===== config.mk =====
export PLATFORM = sky130hd
export DESIGN_NAME = uart_rx_cfg
export DESIGN_NICKNAME = d
export VERILOG_FILES = /design/src/rtl/uart_rx_cfg.sv
export SDC_FILE = /design/constraint.sdc
export NUM_CORES = 1
export LEC_CHECK = 0
export CORE_MARGIN = 1
export CORE_UTILIZATION = 50
export DETAILED_ROUTE_END_ITERATION = 16
export PLACE_DENSITY = 0.72
export REMOVE_ABC_BUFFERS = 1
export SYNTH_ARGS = -nofsm -noshare
export SYNTH_HDL_FRONTEND = slang
export SYNTH_SLANG_ARGS = --single-unit
export TNS_END_PERCENT = 30

===== constraint.sdc =====
create_clock -name SysClk -period 2.3 [get_ports SysClk]
set_input_delay 0.575 -clock SysClk [delete_from_list [all_inputs] [get_ports SysClk]]
set_output_delay 0.575 -clock SysClk [all_outputs]
set_load 0.1 [all_outputs]

===== src/rtl/uart_rx_cfg.sv =====
// uart_rx_cfg: oversampled UART receiver with run-time frame format,
// 3-sample majority voting, error flags, valid/ack handshake and RTS.
//
// state      | meaning
// -----------+-----------------------------------------------------------
// S_IDLE     | waiting for a synchronised falling edge on Rx
// S_START    | checking the start bit at mid-bit (majority 1 = false start)
// S_DATA     | shifting in the latched number of data bits, LSB first
// S_PARITY   | capturing and checking the parity bit
// S_STOP1    | sampling the first stop bit
// S_STOP2    | sampling the second stop bit
// S_COMPLETE | one cycle: publish data/errors or flag overrun
// S_BRK_WAIT | after a break, wait for Rx high for one full bit time
module uart_rx_cfg #(
  parameter int SYSCLK_RATE   = 100000000,
  parameter int BAUD_RATE     = 9600,
  parameter int OVERSAMPLE    = 16,
  parameter int MAX_DATA_BITS = 9,
  parameter int SYNC_STAGES   = 2
) (
  input  logic                     SysClk,
  input  logic                     Rst,
  input  logic                     Enable,
  input  logic                     Rx,
  input  logic [3:0]               Cfg_Data_Bits,
  input  logic [1:0]               Cfg_Parity,
  input  logic                     Cfg_Stop_Bits,
  output logic [MAX_DATA_BITS-1:0] Data_Out,
  output logic                     Data_Rdy,
  input  logic                     Data_Ack,
  output logic [3:0]               Rx_Error,
  output logic                     RTS,
  output logic                     Rx_Busy
);

  localparam int DIV_RAW = SYSCLK_RATE / (BAUD_RATE * OVERSAMPLE);
  localparam int DIV     = (DIV_RAW < 1) ? 1 : DIV_RAW;
  localparam int DW      = (DIV > 1) ? $clog2(DIV) : 1;
  localparam int SW      = $clog2(OVERSAMPLE);
  localparam int HW      = $clog2(OVERSAMPLE + 1);
  localparam logic [SW-1:0] IDX_S0   = SW'(OVERSAMPLE/2 - 1);
  localparam logic [SW-1:0] IDX_S1   = SW'(OVERSAMPLE/2);
  localparam logic [SW-1:0] IDX_S2   = SW'(OVERSAMPLE/2 + 1);
  localparam logic [SW-1:0] IDX_LAST = SW'(OVERSAMPLE - 1);
  localparam logic [3:0]    MAXB     = 4'(MAX_DATA_BITS);

  typedef enum logic [2:0] {
    S_IDLE, S_START, S_DATA, S_PARITY, S_STOP1, S_STOP2, S_COMPLETE, S_BRK_WAIT
  } state_t;

  state_t                   r_state, w_state_next;
  logic [SYNC_STAGES-1:0]   r_sync;
  logic                     r_rx_d;
  logic [DW-1:0]            r_div_cnt;
  logic [SW-1:0]            r_smp;
  logic [HW-1:0]            r_hi_cnt;
  logic                     r_armed;
  logic                     r_s0, r_s1;
  logic [3:0]               r_cfg_bits;
  logic [1:0]               r_cfg_par;
  logic                     r_cfg_stop2;
  logic [MAX_DATA_BITS-1:0] r_shift;
  logic [3:0]               r_bit_cnt;
  logic                     r_par_acc, r_par_err, r_frm_err, r_all_zero;
  logic [MAX_DATA_BITS-1:0] r_data_out;
  logic                     r_data_rdy;
  logic [3:0]               r_rx_err;
  logic                     r_rts, r_busy;

  logic                     w_rx, w_start, w_tick, w_stb, w_bit, w_line_idle;
  logic [3:0]               w_cfg_bits;
  logic [MAX_DATA_BITS-1:0] w_data;

  assign w_rx        = r_sync[SYNC_STAGES-1];
  // r_armed blocks edges left over from a frame cut short by reset/disable
  assign w_start     = (r_state == S_IDLE) && Enable && r_armed && r_rx_d && !w_rx;
  assign w_tick      = (r_div_cnt == '0);
  assign w_stb       = w_tick && (r_smp == IDX_S2);
  assign w_bit       = (r_s0 & r_s1) | (r_s0 & w_rx) | (r_s1 & w_rx);
  assign w_line_idle = (r_hi_cnt == '0);
  assign w_cfg_bits  = (Cfg_Data_Bits < 4'd5) ? 4'd5 :
                       (Cfg_Data_Bits > MAXB) ? MAXB : Cfg_Data_Bits;
  // bits arrive at the MSB end; shift down to right-justify the field
  assign w_data      = r_shift >> (MAXB - r_cfg_bits);

  assign Data_Out = r_data_out;
  assign Data_Rdy = r_data_rdy;
  assign Rx_Error = r_rx_err;
  assign RTS      = r_rts;
  assign Rx_Busy  = r_busy;

  // Rx synchroniser and one-cycle delayed copy for falling-edge detection
  always_ff @(posedge SysClk or negedge Rst) begin
    if (!Rst) begin
      r_sync <= '1;
      r_rx_d <= 1'b1;
    end else begin
      r_sync <= {r_sync[SYNC_STAGES-2:0], Rx};
      r_rx_d <= w_rx;
    end
  end

  // Sample tick down-counter and in-bit tick index, realigned on start edge
  always_ff @(posedge SysClk or negedge Rst) begin
    if (!Rst) begin
      r_div_cnt <= DW'(DIV - 1);
      r_smp     <= '0;
    end else if (w_start) begin
      r_div_cnt <= DW'(DIV - 1);
      r_smp     <= SW'(1);
    end else if (w_tick) begin
      r_div_cnt <= DW'(DIV - 1);
      r_smp     <= (r_smp == IDX_LAST) ? '0 : r_smp + SW'(1);
    end else begin
      r_div_cnt <= r_div_cnt - DW'(1);
    end
  end

  // Line-idle timer (one bit of continuous high) and receive arming
  always_ff @(posedge SysClk or negedge Rst) begin
    if (!Rst) begin
      r_hi_cnt <= HW'(OVERSAMPLE);
      r_armed  <= 1'b0;
    end else begin
      if (!w_rx)                         r_hi_cnt <= HW'(OVERSAMPLE);
      else if (w_tick && !w_line_idle)   r_hi_cnt <= r_hi_cnt - HW'(1);
      if (!Enable)                       r_armed <= 1'b0;
      else if (w_line_idle)              r_armed <= 1'b1;
    end
  end

  // First two of the three majority samples around mid-bit
  always_ff @(posedge SysClk or negedge Rst) begin
    if (!Rst) begin
      r_s0 <= 1'b1;
      r_s1 <= 1'b1;
    end else if (w_tick) begin
      if (r_smp == IDX_S0) r_s0 <= w_rx;
      if (r_smp == IDX_S1) r_s1 <= w_rx;
    end
  end

  // State register
  always_ff @(posedge SysClk or negedge Rst) begin
    if (!Rst) r_state <= S_IDLE;
    else      r_state <= w_state_next;
  end

  // Next-state logic; every bit decision is taken on the mid-bit strobe
  always_comb begin
    w_state_next = r_state;
    case (r_state)
      S_IDLE:     if (w_start) w_state_next = S_START;
      S_START:    if (w_stb) w_state_next = w_bit ? S_IDLE : S_DATA;
      S_DATA:     if (w_stb && (r_bit_cnt == r_cfg_bits - 4'd1))
                    w_state_next = (r_cfg_par != 2'b00) ? S_PARITY : S_STOP1;
      S_PARITY:   if (w_stb) w_state_next = S_STOP1;
      S_STOP1:    if (w_stb) w_state_next = r_cfg_stop2 ? S_STOP2 : S_COMPLETE;
      S_STOP2:    if (w_stb) w_state_next = S_COMPLETE;
      S_COMPLETE: w_state_next = r_all_zero ? S_BRK_WAIT : S_IDLE;
      S_BRK_WAIT: if (w_line_idle) w_state_next = S_IDLE;
      default:    w_state_next = S_IDLE;
    endcase
    if (!Enable) w_state_next = S_IDLE;
  end

  // Frame datapath: config latch, shift register, parity/frame/break tracking
  always_ff @(posedge SysClk or negedge Rst) begin
    if (!Rst) begin
      r_cfg_bits  <= 4'd8;
      r_cfg_par   <= 2'b00;
      r_cfg_stop2 <= 1'b0;
      r_shift     <= '0;
      r_bit_cnt   <= '0;
      r_par_acc   <= 1'b0;
      r_par_err   <= 1'b0;
      r_frm_err   <= 1'b0;
      r_all_zero  <= 1'b0;
    end else if (w_start) begin
      r_cfg_bits  <= w_cfg_bits;
      r_cfg_par   <= (Cfg_Parity == 2'b11) ? 2'b00 : Cfg_Parity;
      r_cfg_stop2 <= Cfg_Stop_Bits;
      r_shift     <= '0;
      r_bit_cnt   <= '0;
      r_par_acc   <= 1'b0;
      r_par_err   <= 1'b0;
      r_frm_err   <= 1'b0;
      r_all_zero  <= 1'b1;
    end else if (w_stb) begin
      case (r_state)
        S_DATA: begin
          r_shift   <= {w_bit, r_shift[MAX_DATA_BITS-1:1]};
          r_bit_cnt <= r_bit_cnt + 4'd1;
          r_par_acc <= r_par_acc ^ w_bit;
          if (w_bit) r_all_zero <= 1'b0;
        end
        S_PARITY: begin
          r_par_err <= (r_cfg_par == 2'b01) ? (r_par_acc ^ w_bit) : ~(r_par_acc ^ w_bit);
          if (w_bit) r_all_zero <= 1'b0;
        end
        S_STOP1: begin
          if (!w_bit) r_frm_err  <= 1'b1;
          else        r_all_zero <= 1'b0;
        end
        S_STOP2: if (!w_bit) r_frm_err <= 1'b1;
        default: ;
      endcase
    end
  end

  // Output registers: publish on COMPLETE, overrun keeps old data, ack clears
  always_ff @(posedge SysClk or negedge Rst) begin
    if (!Rst) begin
      r_data_out <= '0;
      r_data_rdy <= 1'b0;
      r_rx_err   <= 4'b0000;
      r_rts      <= 1'b1;
      r_busy     <= 1'b0;
    end else begin
      if (r_state == S_COMPLETE) begin
        if (r_data_rdy && !Data_Ack) begin
          r_rx_err <= 4'b1000;
        end else begin
          r_data_out <= w_data;
          r_rx_err   <= {1'b0, r_frm_err & ~r_all_zero, r_par_err & ~r_all_zero, r_all_zero};
          r_data_rdy <= 1'b1;
        end
      end else if (Data_Ack) begin
        r_data_rdy <= 1'b0;
      end
      r_rts  <= ~r_data_rdy;
      r_busy <= (w_state_next != S_IDLE) && (w_state_next != S_BRK_WAIT);
    end
  end

endmodule


# Word level (Yosys, flattened, before mapping)
# Index checks and enable logic that the tools add are counted.
# Widths: inputs -> output; s select.
# word_totals
memories	0
output_inout_bits	16
mem_bits_rw	0
latchBits	0
input_bits	12
rom_bits	0
register_bits	68
# op_classes
n_mux	50
n_div	0
eq_ne	19
n_lt_le_gt_ge	2
shift	1
n_bitwise	12
addsub	6
n_reduce_logical	35
n_mul	0
# op_table
op	n
$mux 4	9
$mux 3	10
$mux 9	3
$pmux 3 s8	1
$mux 1	20
$mux 10	2
$reduce_bool 2->1	9
$eq 3x3->1 const B	4
$eq 4x4->1 const B	3
$reduce_and 2->1	6
$logic_not 10->1	1
$mux 5	2
$sub 10x1->10 const B	1
$logic_and 1x1->1	9
$shr 9x4->9	1
$add 4x1->4 const B	2
$eq 3x2->1 const B	2
$mux 2	3
$reduce_and 3->1	2
$and 1x1->1	5
$logic_not 5->1	1
$sub 5x1->5 const B	1
$eq 4x3->1 const B	1
$eq 4x4->1	1
18 further kinds	26

# Longest topological paths before layout
# depth
word_depth	10
depth_mapped	10

# Least setup slack after synthesis
# OpenSTA, ideal clock, no wires.
# synth_timing
kind	register -> register
start	register r_div_cnt[0]
end	register r_busy (netlist: Rx_Busy)
t_arrival_ns	2.400
required_ns	2.221
n_path_buf	1
path_slack_ns	-0.180
path_stages_with_launch	10
setup_ns	0.079
cell_sequence	dfrtp_1 -> inv_1 -> ha_1 -> or4b_4 -> or4_4 -> buf_6 -> nor4_4 -> o21ai_2 -> a22oi_4 -> mux2i_1
# synth_between
elab_chain_len	8
# synth_lines
element	line	rtl
start: declaration	54	logic [DW-1:0] r_div_cnt;
start signal: assignment	106	r_div_cnt <= DW'(DIV - 1);
start signal: assignment	109	r_div_cnt <= DW'(DIV - 1);
start signal: assignment	112	r_div_cnt <= DW'(DIV - 1);
$logic_not 10->1 *	77	assign w_tick = (r_div_cnt == '0);
$logic_and 1x1->1 *	78	assign w_stb = w_tick && (r_smp == IDX_S2);
$logic_and 1x1->1	155	S_DATA: if (w_stb && (r_bit_cnt == r_cfg_bits - 4'd1))
$mux 3	155	
$pmux 3 s8 *	152	case (r_state)
$mux 3 *	164	if (!Enable) w_state_next = S_IDLE;
via w_state_next[0]	51	state_t r_state, w_state_next;
$ne 3x3->1 / $reduce_bool 3->1 (equally long branches)	232	r_busy <= (w_state_next != S_IDLE) && (w_state_next != S_BRK_WAIT);
$logic_and 1x1->1 *	232	
end signal: assignment	232	
end: declaration	68	logic r_rts, r_busy;
# Mark *: on every way through the listed nets, which the timed path passes. The rest lies on a longest branch.
# A chain may end at the register's enable or synchronous reset.

# Final worst setup path
# Same ends and word-level chain as after synthesis.

==> impl_results.md <==
- Critical-path cell list: inv_2 -> ha_4 -> or4b_4 -> or4_4 -> buf_4 -> nor4_4 -> o21ai_2 -> a22oi_4 -> mux2i_1
- GPL Wtd Cong: roughly 0.87
- Pin count of the biggest net entering global routing: 69
- # IOs: 28
- Area share of fa/ha/maj cells after synthesis: 0.0421
- Startpoint kind of the worst setup timing path: register
- Number of enable flip-flop cells after synthesis: 0
- Flop pwr share: 0.474
- RSZ-0062 raised after global routing: yes
- Mux cell area share after synthesis: 0.0716
- Worst setup path end: Rx_Busy
- Final Skew: 0.0105 ns
- Arr. time, crit path: 2.78 ns
- Initial antenna violation count: 0
- Layout area overhead: 25.2%
- Cell Area, Synth: 3510 sq um
- GR Util All Layers: 0.210
- PortBufs: 27
- Commonest non-fill, non-tap cells in the layout: dfrtp_1, nand2_1, buf_4, nor2_1, o21ai_0
- Synth area leader: dfrtp_1
- Worst reg-to-reg path cell count: 9
- Seq/Total Area, Yosys: 0.489
- Setup ws final: -0.216 ns
- Comb power frac: 0.147
- HPWL Detailed: a little under 5 mm
- Reg clk slew, reported paths: 0.08 ns
- Clock Sinks: 68
- Initial DRC count: 190
- Non-Filler Instances: 503
- Failing checks: negative setup slack
- Share of synthesized registers carrying an async set or reset: 1.00
- Critical R2R Capture: Rx_Busy
- Worst hold margin: 0.237 ns
- First-pass GRT wire length: approximately 12 mm
- Vias per cell: 5.40
- CTS Buf Count: 9
- GR Overflow Total: 0
- Total Wirelength: 7.11 mm
- Maximum buffer depth of the clock tree: 2
- Core ar.: 6790 sq um
- Top cell type's share of synthesized area: 0.399
- Psw: 715 uW
- R2r setup slk: -0.22 ns
- Placed cells: 480
- Critical path data required time: 2.56 ns
- # setup viols final: 15
- Synth Area in Simple Gates: 0.186
- CP max-delay cell: or4_4
- Layout cells sized above 1: 0.280
- Row Count: 30
- Final slew viol count: 0
- Max incr delay on CP: 0.53 ns
- P_leak: 1.93 nW
- Synth Instances: 343
- Outcome: complete, but fails checks
- Post-Synth XOR/XNOR Area: 0.0613
- Critical Setup Path Class: reg -> reg
- Remaining antenna violation count: 0
- Rel. slew slack: 0.702
- Final Critical Period: around 2.5 ns
- Syn avg cell area: between 10 and 15 sq um
- Via Count: 2716
- Crit end category: register
- N_diodes: 0
- Starting density of the core: 0.517
- Compound-Gate Fraction of Synth Area: 0.116
- Worst vdd ir: 0.445 mV
- Power Dens Cells: roughly 650 nW/um^2
- Main area contributors after synthesis: dfrtp_1, dfstp_2, nand2_1
- Final hold violations: 0
- Yosys warns: 0
- Overall Power: 2.84 mW
- Final net count: approximately 430
- FF+latch count, synth: 68
- CTS tree: built
- Sw frac: 0.252
- Largest family of logic cells by synthesized area: simple AND/OR/NAND/NOR gates
- Cell Int Power: 2.13 mW
- MaxCap Viol Count: 0
- Vias in the first global route: 2545
- Final period util: 1.09
- # DRC: 0
- CTS H-tree lvls: 3
- Root Buffer: clkbuf_8
- Most common cell after layout, fill and taps aside: dfrtp_1
- Clock latency at the later pin of the worst-skew pair: 0.34 ns
- Ys flop type: dfrtp_1
- HP Class: in -> async
- Initial DRT Pass Iterations: 4
- Post-Route Setup TNS: -1.40 ns
- Peak fanout along the critical path: 4
- Yosys cell types: 55
- Drt wl/cell: 14.1 microns
- Clk pwr share: 0.379
- Fmax: around 400 MHz
- Die ar.: 7360 sq um
- Slew @ Worst Pin: 0.446 ns
- Chip width: 85.8 microns
- CP startpoint: r_div_cnt[0]
- Die extent in y: 85.8 microns
- Worst r2r src: r_div_cnt[0]
==> layer usage <==
| metal | wire length, microns | vias up | GRT usage |
|---|---|---|---|
| li1 | - | 1308 | - |
| met1 | 3210 | 1325 | 0.271 |
| met4 | 136 | 0 | 0.0939 |
| met3 | 254 | 15 | 0.0327 |
| met2 | 3510 | 68 | 0.352 |
| met5 | 0 | - | 0 |
==> state kept, by name (all words and copies together), names as in the netlist, 2 cells and up <==
register	flops
r_sync	2
r_bit_cnt	4
r_hi_cnt	5
r_div_cnt	10
r_state	3
Rx_Error	4
r_smp	4
r_cfg_bits	4
Data_Out	9
r_cfg_par	2
r_shift	9
==> layout make-up <==
| class | count | area, sq um |
|---|---|---|
| Fill cell | 525 | 2400 |
| Multi-Input combinational cell | 246 | 1760 |
| Sequential cell | 68 | 1720 |
| Timing Repair Buffer | 62 | 528 |
| Clock buffer | 10 | 128 |
| Tap cell | 96 | 120 |
| Clock inverter | 6 | 88.8 |
| Inverter | 15 | 56.3 |
==> power by group through the flow <==
stage	Combinational [mW]	Sequential (mW)	Clock [mW]
2_1_floorplan	0.192	1.38	0
6_report	0.418	1.35	1.08
4_1_cts	0.422	1.35	1.10
3_3_place_gp	0.393	1.36	0
5_1_grt	0.473	1.36	1.14
3_5_place_dp	0.409	1.37	0
==> worst min path at each step <==
stage | to | slack (ns) | cells past startpoint | start
2_1_floorplan | Data_Out[0] | 0.28 | 0 | Rst
3_3_place_gp | r_sync[1] | 0.35 | 0 | r_sync[0]
3_5_place_dp | r_sync[1] | 0.35 | 0 | r_sync[0]
4_1_cts | Data_Out[1] | 0.24 | 2 | Rst
5_1_grt | Data_Out[1] | 0.25 | 2 | Rst
6_report | Data_Out[1] | 0.24 | 2 | Rst
==> through the flow <==
| stage | util | area [sq um] | setup slack [ns] |
|---|---|---|---|
| 2_1_floorplan | - | 3450 | -0.193 |
| 3_3_place_gp | 0.593 | 4030 | -0.215 |
| 3_5_place_dp | 0.593 | 4030 | -0.322 |
| 4_1_cts | 0.641 | 4350 | -0.236 |
| 5_1_grt | 0.647 | 4400 | -0.291 |
| 6_report | 0.647 | 4400 | -0.216 |
==> worst max-delay path, delay by kind of cell (launching register included) <==
| kind | cells | cell delay [ns] |
|---|---|---|
| simple gates | 3 | 1.15 |
| compound gates | 2 | 0.30 |
| fa+ha+maj | 1 | 0.11 |
| mux | 1 | 0.22 |
| flops | 1 | 0.39 |
| buf+inv | 2 | 0.26 |
==> synthesized netlist by cell type (2+ instances only) <==
master    instances
nand2_1          47
nand3_1           7
clkbuf_1         10
a211oi_1          7
nand3b_1          3
nor4_1            4
a22o_1            6
a21boi_0          3
nor3_1            5
or2_2             4
buf_1             2
ha_1             11
xor2_1            9
mux4_2            2
mux2_2            5
inv_1            15
nor2b_1           5
mux2i_1          15
nand4_1           2
a21oi_1           8
nand4b_1          2
nor2_1           34
dfstp_2          12
or3_1             3
or4_4             2
o21ai_0          21
and2_1            4
dfrtp_1          56
xnor2_1          13
==> repair_timing <==
| action | 4_1_cts | 5_1_grt |
|---|---|---|
| resized for setup | 18 | 8 |
| hold buffers | 0 | 0 |
| endpoints found under the setup margin | 15 | 22 |
| setup buffers | 6 | 1 |
| pin swaps | 8 | 5 |
==> cells by family (layout without fill, tap and decap cells) <==
family,Yosys count,after routing
AND/OR/NAND/NOR,130,130
multiplexers,22,22
buffers and inverters,29,93
AO/OA/AOI/OAI,59,59
XOR/XNOR,23,23
flip-flops,68,68
adder cells (fa/ha/maj),12,12
No activity file was read; power rests on OpenSTA's default activity.
